### config.mk
export PLATFORM = sky130hd
export DESIGN_NAME = md5_msg_padder
export DESIGN_NICKNAME = d
export VERILOG_FILES = /design/src/rtl/md5_msg_padder.sv
export SDC_FILE = /design/constraint.sdc
export NUM_CORES = 1
export LEC_CHECK = 0
export ABC_AREA = 0
export BUFFER_PORTS_ARGS = -buffer_cell sky130_fd_sc_hd__buf_2
export CAP_MARGIN = 20
export CORE_UTILIZATION = 63
export CTS_BUF_LIST = sky130_fd_sc_hd__clkbuf_8
export DETAILED_ROUTE_END_ITERATION = 8
export GPL_TIMING_DRIVEN = 1
export MAX_ROUTING_LAYER = met4
export PLACE_DENSITY = 0.82
export SLEW_MARGIN = 20
export SYNTH_ARGS = -nofsm -noshare
export SYNTH_HDL_FRONTEND = slang
export SYNTH_SLANG_ARGS = --single-unit
### constraint.sdc
create_clock -name Clk -period 4.3 [get_ports Clk]
set_input_delay 0 -clock Clk [delete_from_list [all_inputs] [get_ports Clk]]
set_output_delay 0 -clock Clk [all_outputs]
set_load 0.1 [all_outputs]
### src/rtl/md5_msg_padder.sv
// MD5 message padder: byte-stream beats in, padded 512-bit blocks out as 16 little-endian words.
// Optional macro MD5_PAD_LEN_OVF_EN enables the sticky bit-length overflow flag err_len_ovf.
module md5_msg_padder #(
   parameter int IN_BYTES = 4,
   parameter int LEN_W    = 64
) (
   input  logic                       Clk,
   input  logic                       Rst,
   input  logic                       in_valid,
   output logic                       in_ready,
   input  logic [8*IN_BYTES-1:0]      in_data,
   input  logic                       in_last,
   input  logic [$clog2(IN_BYTES):0]  in_nbytes,
   output logic                       out_valid,
   input  logic                       out_ready,
   output logic [31:0]                out_data,
   output logic                       out_block_last,
   output logic                       out_msg_last,
   output logic                       err_len_ovf
);

   localparam logic [2:0] S_DATA  = 3'd0;
   localparam logic [2:0] S_FLUSH = 3'd1;
   localparam logic [2:0] S_ZERO  = 3'd2;
   localparam logic [2:0] S_LEN0  = 3'd3;
   localparam logic [2:0] S_LEN1  = 3'd4;
   localparam int         NB_W    = $clog2(IN_BYTES) + 1;

   // Byte count of a final beat, saturated to the beat width.
   function automatic logic [3:0] sat_nbytes(input logic [NB_W-1:0] nb);
      if (4'(nb) > 4'(IN_BYTES)) return 4'(IN_BYTES);
      return 4'(nb);
   endfunction

   logic [2:0]       state_p0;
   logic [7:0]       sbuf_p0 [8];
   logic [3:0]       cnt_p0;
   logic [3:0]       idx_p0;
   logic [LEN_W-1:0] len_p0;

   logic             beat, word, pop4, clr;
   logic [3:0]       nb, base, cnt_nxt;
   logic [7:0]       sbuf_nxt [8];
   logic [63:0]      len64;
   logic [LEN_W-1:0] len_sum;

   assign len64 = 64'(len_p0);

   always_comb begin
      in_ready  = (state_p0 == S_DATA) && (cnt_p0 < 4'd4) && !Rst;
      out_valid = 1'b0;
      out_data  = '0;
      case (state_p0)
         S_DATA: begin
            out_valid = (cnt_p0 >= 4'd4);
            out_data  = {sbuf_p0[3], sbuf_p0[2], sbuf_p0[1], sbuf_p0[0]};
         end
         S_FLUSH: begin
            out_valid = 1'b1;
            if (cnt_p0 >= 4'd4) begin
               out_data = {sbuf_p0[3], sbuf_p0[2], sbuf_p0[1], sbuf_p0[0]};
            end else begin
               // Tail bytes, then the 0x80 marker, zeros above it.
               for (int k = 0; k < 4; k++) begin
                  if (4'(k) < cnt_p0)       out_data[8*k +: 8] = sbuf_p0[k];
                  else if (4'(k) == cnt_p0) out_data[8*k +: 8] = 8'h80;
               end
            end
         end
         S_ZERO: out_valid = 1'b1;
         S_LEN0: begin
            out_valid = 1'b1;
            out_data  = len64[31:0];
         end
         S_LEN1: begin
            out_valid = 1'b1;
            out_data  = len64[63:32];
         end
         default: ;
      endcase
      if (Rst) out_valid = 1'b0;
   end

   assign out_block_last = out_valid && (idx_p0 == 4'd15);
   assign out_msg_last   = out_valid && (state_p0 == S_LEN1);

   always_comb begin
      beat    = in_valid && in_ready;
      word    = out_valid && out_ready;
      pop4    = word && ((state_p0 == S_DATA) || ((state_p0 == S_FLUSH) && (cnt_p0 >= 4'd4)));
      clr     = word && (state_p0 == S_FLUSH) && (cnt_p0 < 4'd4);
      nb      = in_last ? sat_nbytes(in_nbytes) : 4'(IN_BYTES);
      base    = pop4 ? (cnt_p0 - 4'd4) : (clr ? 4'd0 : cnt_p0);
      cnt_nxt = base + (beat ? nb : 4'd0);
      for (int k = 0; k < 8; k++) sbuf_nxt[k] = sbuf_p0[k];
      if (pop4) begin
         for (int k = 0; k < 4; k++) sbuf_nxt[k] = sbuf_p0[k+4];
      end
      // New bytes land just above whatever survives the pop.
      if (beat) begin
         for (int k = 0; k < IN_BYTES; k++) sbuf_nxt[3'(base + 4'(k))] = in_data[8*k +: 8];
      end
   end

`ifdef MD5_PAD_LEN_OVF_EN
   logic [LEN_W:0] len_add;
   logic           err_p0;
   assign len_add     = {1'b0, len_p0} + (LEN_W+1)'({nb, 3'b000});
   assign len_sum     = len_add[LEN_W-1:0];
   assign err_len_ovf = err_p0;

   always_ff @(posedge Clk) begin
      if (Rst)                       err_p0 <= 1'b0;
      else if (beat && len_add[LEN_W]) err_p0 <= 1'b1;
   end
`else
   assign len_sum     = len_p0 + LEN_W'({nb, 3'b000});
   assign err_len_ovf = 1'b0;
`endif

   // ---- buffer / control registers ----
   always_ff @(posedge Clk) begin
      sbuf_p0 <= sbuf_nxt;
      if (Rst) begin
         state_p0 <= S_DATA;
         cnt_p0   <= '0;
         idx_p0   <= '0;
         len_p0   <= '0;
      end else begin
         cnt_p0 <= cnt_nxt;
         if (beat) len_p0 <= len_sum;
         if (word) idx_p0 <= idx_p0 + 4'd1;
         case (state_p0)
            S_DATA:  if (beat && in_last) state_p0 <= S_FLUSH;
            S_FLUSH: if (clr) state_p0 <= (idx_p0 == 4'd13) ? S_LEN0 : S_ZERO;
            S_ZERO:  if (word && (idx_p0 == 4'd13)) state_p0 <= S_LEN0;
            S_LEN0:  if (word) state_p0 <= S_LEN1;
            S_LEN1: begin
               if (word) begin
                  state_p0 <= S_DATA;
                  len_p0   <= '0;
                  idx_p0   <= '0;
               end
            end
            default: state_p0 <= S_DATA;
         endcase
      end
   end

endmodule

* After elaboration in Yosys (flattened, before gate mapping)
Index checks and enable logic that the tools add are counted.
** Storage, ports and cells
- Register bits :: 139
- Bits of input ports :: 40
- Output and inout port bits :: 37
- Logic and storage cells :: 120
** Operators by class
- Add/sub/neg operators :: 7
- Order comparisons :: 15
- Equality and inequality tests :: 14
- Multiplexer cells :: 46
- Bitwise logic cells :: 4
- Reductions and logical operators :: 22
** Operators with widths (number)
- 64-bit bitwise mux :: 4
- 64-bit two-way mux :: 4
- 32-bit case mux with 4 select lines :: 1
- 8-bit demux with 3-bit select :: 4
- 8-bit two-way mux :: 12
- 64-bit by 7-bit adder with 64-bit output :: 1
- 32-bit two-way mux :: 2
- 4-bit two-way mux :: 9
- 4-bit >= comparator, second input constant :: 4
- 1-bit logical AND :: 16
- 4-bit by 1-bit < comparator with 1-bit output, second input constant :: 4
- 3-bit NOT with 4-bit output :: 4
- 3-bit two-way mux :: 5
- 3-bit case mux with 5 select lines :: 1
- 2-bit by 4-bit equality test with 1-bit output, first input constant :: 2
- 4-bit equality test, second input constant :: 2
- 1-bit by 4-bit < comparator with 1-bit output, first input constant :: 2
- 2-bit by 4-bit < comparator with 1-bit output, first input constant :: 2
- 2-bit != test, second input constant :: 4
- 3-bit by 2-bit adder with 3-bit output, second input constant :: 2
- 3-bit by 2-bit equality test with 1-bit output, second input constant :: 2
- 5-bit AND reduction :: 1
- 4-bit by 1-bit adder with 4-bit output, second input constant :: 1
- 4-bit adder :: 1
- other kinds (16) :: 18

* Longest topological paths before layout
- Depth after elaboration :: 19
- Gate-level depth with buffers :: 18
- Mapped depth without buffers :: 13

* Worst setup path before layout
No wires, ideal clock.
- Path type :: reg-to-output
- From :: reg cnt_p0[2]
- To :: out out_block_last
- Arrival :: 4.207 ns
- Data required time :: 4.300 ns
- Setup slack :: 0.093 ns
- Stages on the path, launching flop included :: 7
- Buffers on the path :: 1
- Cells stage by stage :: dfxtp_1 -> inv_1 -> ha_1 -> clkbuf_1 -> nor4b_1 -> nor3_1 -> and4_1
** Between the ends
- Cells in the longest elaborated chain, start to end :: 4
** RTL lines
- start, declared :: RTL line 37 : logic [3:0] cnt_p0;
- start signal, assigned :: RTL line 130 : cnt_p0 <= cnt_nxt;
- 4-bit by 3-bit >= comparator with 1-bit output :: RTL line 55 : out_valid = (cnt_p0 >= 4'd4);
- 1-bit case mux with 2 select lines :: RTL line 53 : case (state_p0)
- 1-bit two-way mux :: RTL line 81 : if (Rst) out_valid = 1'b0;
- named net out_valid :: RTL line 14 : output logic out_valid,
- 1-bit logical AND :: RTL line 84 : assign out_block_last = out_valid && (idx_p0 == 4'd15);
- end, declared :: RTL line 17 : output logic out_block_last,
The timed path passes the listed nets, and every way through them passes these cells.

* Final worst setup path
- From :: reg cnt_p0[2]
- To :: reg sbuf_p0[9] in the netlist's numbering, enable pin
** Between the ends
- Cells in the longest elaborated chain, start to end :: 4
** RTL lines
- 4-bit by 3-bit < comparator with 1-bit output :: RTL line 50 : in_ready = (state_p0 == S_DATA) && (cnt_p0 < 4'd4) && !Rst;
- 1-bit logical AND (2 in series) :: RTL line 50
- 1-bit logical AND :: RTL line 88 : beat = in_valid && in_ready;
- end signal, assigned :: RTL line 123 : sbuf_p0 <= sbuf_nxt;
- end, declared :: RTL line 36 : logic [7:0] sbuf_p0 [8];
No other way between the ends.
A chain may end at the register's enable or synchronous reset.

==> impl_metrics.tcl <==
set metrics [dict create \
    regToRegStartpoint "cnt_p0[2]" \
    rrSetupSlack_ns 0.32 \
    drt_wl_total_um 29500 \
    grt_first_pass_wirelength_um 44500 \
    post_synth_and_or_nand_nor_area_fraction_pct 21.3 \
    final_layout_size_suffix_gt1_share_pct 13.9 \
    status "complete, but fails checks" \
    timing.critical_path.slowest_cell_delay_ns 0.50 \
    cts_num_sinks 136 \
    antenna_violations_before_repair 0 \
    maxCapViolations 0 \
    critical_path_depth 15 \
    synth_top_family_by_area "compound AO/OA/AOI/OAI gates" \
    grt_max_degree 62 \
    worst-endpoint-arrival_ns 4.10 \
    dp_hpwl_um 19800 \
    clock_tree.root_cell "sky130_fd_sc_hd__clkbuf_8" \
    fin_crit_sh_pct 92.5 \
    seq_area_um2 3040 \
    synth_enable_flop_cells 32 \
    critical_path_buffers_and_inverters 5 \
    portBuffers 75 \
    gp_congestion 1.02 \
    synth_adder_area_share_pct 2.13 \
    area_fraction_of_the_dominant_cell_type_after_synthesis_pct 23.3 \
    pwr_density_cell_nw_per_um2 555 \
    grt_setup_unrepaired "false" \
    synth.area.mux_share_pct 4.72 \
    type_of_the_most_critical_hold_path "in2reg" \
    r2r.worst_path.cells 15 \
    max_h_tree_level 4 \
    setup_violations 0 \
    area.growth.synth_to_final_pct 9.66 \
    number_of_buffers_between_clock_root_and_the_deepest_sink 2 \
    cell_with_the_largest_stage_delay_on_the_worst_path "sky130_fd_sc_hd__nor2_1" \
    max_slew_margin_pct 40.1 \
    timing.critical_path.from_type "flip-flop" \
    pin_count 77 \
    timing.critical_path.from "cnt_p0[2]" \
    cts.clk_slew.worst_paths_ns 0.08 \
    antennaDiodeCount 0 \
    static_leakage_power_nw 3.93 \
    floorplan.rows 43 \
    grt.overflow.total 0 \
    clock-skew-final_ns 0.00777 \
    multi_input_area_um2 5300 \
    routed_via_density 7.06 \
    ys.warnings.count 0 \
    tritoncts "yes" \
    clock.fmax_mhz 251 \
    endpoint_kind "flip-flop" \
    worst_path_dominant_cell_family "simple AND/OR/NAND/NOR gates" \
    cts_inserted_buffers 17 \
    finalHoldWorstSlack_ns 0.0148 \
    path_class "reg2reg" \
    worst-endpoint-required_ns 4.43 \
    residual_antenna_violating_net_count_after_detailed_routing 0 \
    filler_cells_inserted 1118 \
    fin_nets 1172 \
    drt_pre_antenna_iters 9 \
    synth_area_leaders "sky130_fd_sc_hd__dfxtp_1 23%, sky130_fd_sc_hd__edfxtp_1 11%, sky130_fd_sc_hd__nor2_1 5.9%, sky130_fd_sc_hd__a222oi_1 4.7%, sky130_fd_sc_hd__a21oi_1 4.2%" \
    fp.coreArea_um2 13800 \
    worst_ir_drop_vdd_mv 0.342 \
    global_route.usage.met2_pct 60.8 \
    seq_area_frac_synth_pct 34.1 \
    post_synth_num_cell_types 64 \
    synthesis.nets 1148 \
    max_slew.worst_pin.slew_ns 0.895 \
    dieArea_um2 14600 \
    routed-via-count 9256 \
    drtIter0Drc 1657 \
    wl_per_cell_um 22.5 \
    globalRouteMet3Util_pct 11.0 \
    path_common_cell "sky130_fd_sc_hd__inv_1" \
    fin_tns_setup_ns 0 \
    detail_route.drc_violations 1 \
    complex_gate_fraction_of_the_synthesized_area_pct 25.1 \
    ys_seq_elements 136 \
    number_of_global_route_vias_before_repair 8224 \
    synthFlopType "sky130_fd_sc_hd__dfxtp_1" \
    yosys.area_share.xor_xnor_pct 5.89 \
    initial_utilization_pct 64.6 \
    path_max_fanout 11 \
    grtUsageTotal_pct 41.4 \
    path_cells "inv_1 -> ha_1 -> and3b_1 -> nand2_1 -> nand2_1 -> inv_1 -> ha_1 -> inv_1 -> nor4_1 -> a2111oi_4 -> buf_4 -> nor2_1 -> buf_4 -> nor3_1 -> nor2_1" \
    hold_violations 0 \
    die_h_um 121 \
    worst_reg2reg_endpoint "sbuf_p0[9]" \
    async_flop_share_pct 0 \
    synthesis.area_per_instance_um2 8.16 \
    synth_area_um2 8930 \
    clock_insertion_delay_worst_skew_ns 0.49 \
    syn-instance-count 1094 \
    synth_top_area_cell "sky130_fd_sc_hd__dfxtp_1" \
    violated_checks "design-rule violations" \
    use_met1_pct 51.7 \
    timing.final.max_slew_violations 0 \
    grt_most_used_layer "met2" \
    crit_path_end "sbuf_p0[9]" \
    finalWorstPathRequiredPeriod_ns 3.98 \
    width_of_the_die_um 121 \
]
==> layout by cell type, fill, tap and decap left out, types with 18 or more instances in the layout <==
cell type	count
sky130_fd_sc_hd__nor2_1	139
sky130_fd_sc_hd__dfxtp_1	104
sky130_fd_sc_hd__a21oi_1	75
sky130_fd_sc_hd__buf_2	75
sky130_fd_sc_hd__nand2_1	69
sky130_fd_sc_hd__inv_1	49
sky130_fd_sc_hd__a222oi_1	42
sky130_fd_sc_hd__xnor2_1	36
sky130_fd_sc_hd__nand3_1	33
sky130_fd_sc_hd__mux2i_1	32
sky130_fd_sc_hd__edfxtp_1	32
sky130_fd_sc_hd__nor3_1	26
sky130_fd_sc_hd__o22ai_1	25
sky130_fd_sc_hd__xor2_1	24
sky130_fd_sc_hd__and3_1	23
sky130_fd_sc_hd__nand4_1	21
sky130_fd_sc_hd__clkbuf_8	20
sky130_fd_sc_hd__nor4_1	19
sky130_fd_sc_hd__a22o_1	18
sky130_fd_sc_hd__buf_4	18
==> synthesized netlist by cell type (all sizes together) (23+ instances only) <==
master	count
nand3	34
o22ai	25
clkbuf	55
a222oi	42
a21oi	75
edfxtp	32
xnor2	36
dfxtp	104
nor3	26
nor2	141
inv	48
nand2	71
buf	45
mux2i	32
xor2	24
and3	23
==> worst min path at each step <==
stage | from | end | slack [ns] | cells past startpoint
after detailed placement | Rst | cnt_p0[2] | 0.35 | 2
final | in_nbytes[0] | len64[3] | 0.01 | 5
after CTS | in_data[5] | sbuf_p0[37] | 0.0009 | 4
after floorplan | out_ready | state_p0[1] | 0.18 | 2
after global placement | Rst | cnt_p0[3] | 0.35 | 2
after global routing | in_data[10] | sbuf_p0[42] | 0.03 | 3
==> power breakdown <==
part,switching (mW),internal [mW]
Combinational,1.98,0.644
Sequential,0.191,1.51
Clock,0.538,0.559
==> stage by stage <==
| stage | std cells | cell area, µm² | util, % | power [mW] | setup slack, ns |
|---|---|---|---|---|---|
| final | 1311 | 9790 | 70.8 | 5.43 | 0.322 |
| after global routing | 1311 | 9790 | 70.8 | 5.61 | 0.0715 |
| after CTS | 1310 | 9770 | 70.7 | 5.37 | 0.149 |
| after detailed placement | 1266 | 9250 | 66.9 | 4.28 | 0.554 |
| after global placement | 1266 | 9250 | 66.9 | 4.25 | 0.685 |
| after floorplan | 1094 | 8930 | - | 3.78 | 0.0928 |
==> state kept, by name, indices dropped and copies added, names as in the netlist <==
name,count
cnt_p0,4
idx_p0,4
len64,61
sbuf_p0,64
state_p0,3
==> cells by family after synthesis <==
family,Yosys count
simple gates,390
compound gates,302
buf+inv,150
flops,136
mux,41
fa+ha+maj,14
xor+xnor,60
other cells,1
==> worst min-delay path, cell delays in order <==
cell and delay, ns:
sky130_fd_sc_hd__buf_2 0.07, sky130_fd_sc_hd__and2_1 0.13, sky130_fd_sc_hd__ha_1 0.12, sky130_fd_sc_hd__nand2_1 0.04, sky130_fd_sc_hd__a21oi_1 0.10
==> area by class of cell <==
cell class / count / share of cell area [%]
Timing Repair Buffer: 105 / 6.44
Clock buffer: 20 / 2.81
Clock inverter: 12 / 1.27
Tap cell: 180 / 2.30
Sequential cell: 136 / 31.1
Multi-Input combinational cell: 808 / 54.2
Inverter: 50 / 1.92
==> routing by layer <==
metal / part of all wire (%) / vias up / routed length (µm)
met5: 0 / - / 0
met4: 5.6 / 0 / 1660
met3: 14 / 144 / 4020
met2: 43 / 705 / 12800
met1: 37 / 4272 / 11000
li1: - / 4135 / -
==> what timing repair did <==
item                       4_1_cts  5_1_grt
hold buffers                    12        0
setup endpoints to repair        0        1
setup buffers                    0        1
resized for setup                0        1
hold endpoints to repair        20        0
(Power assumes the default switching activity.)
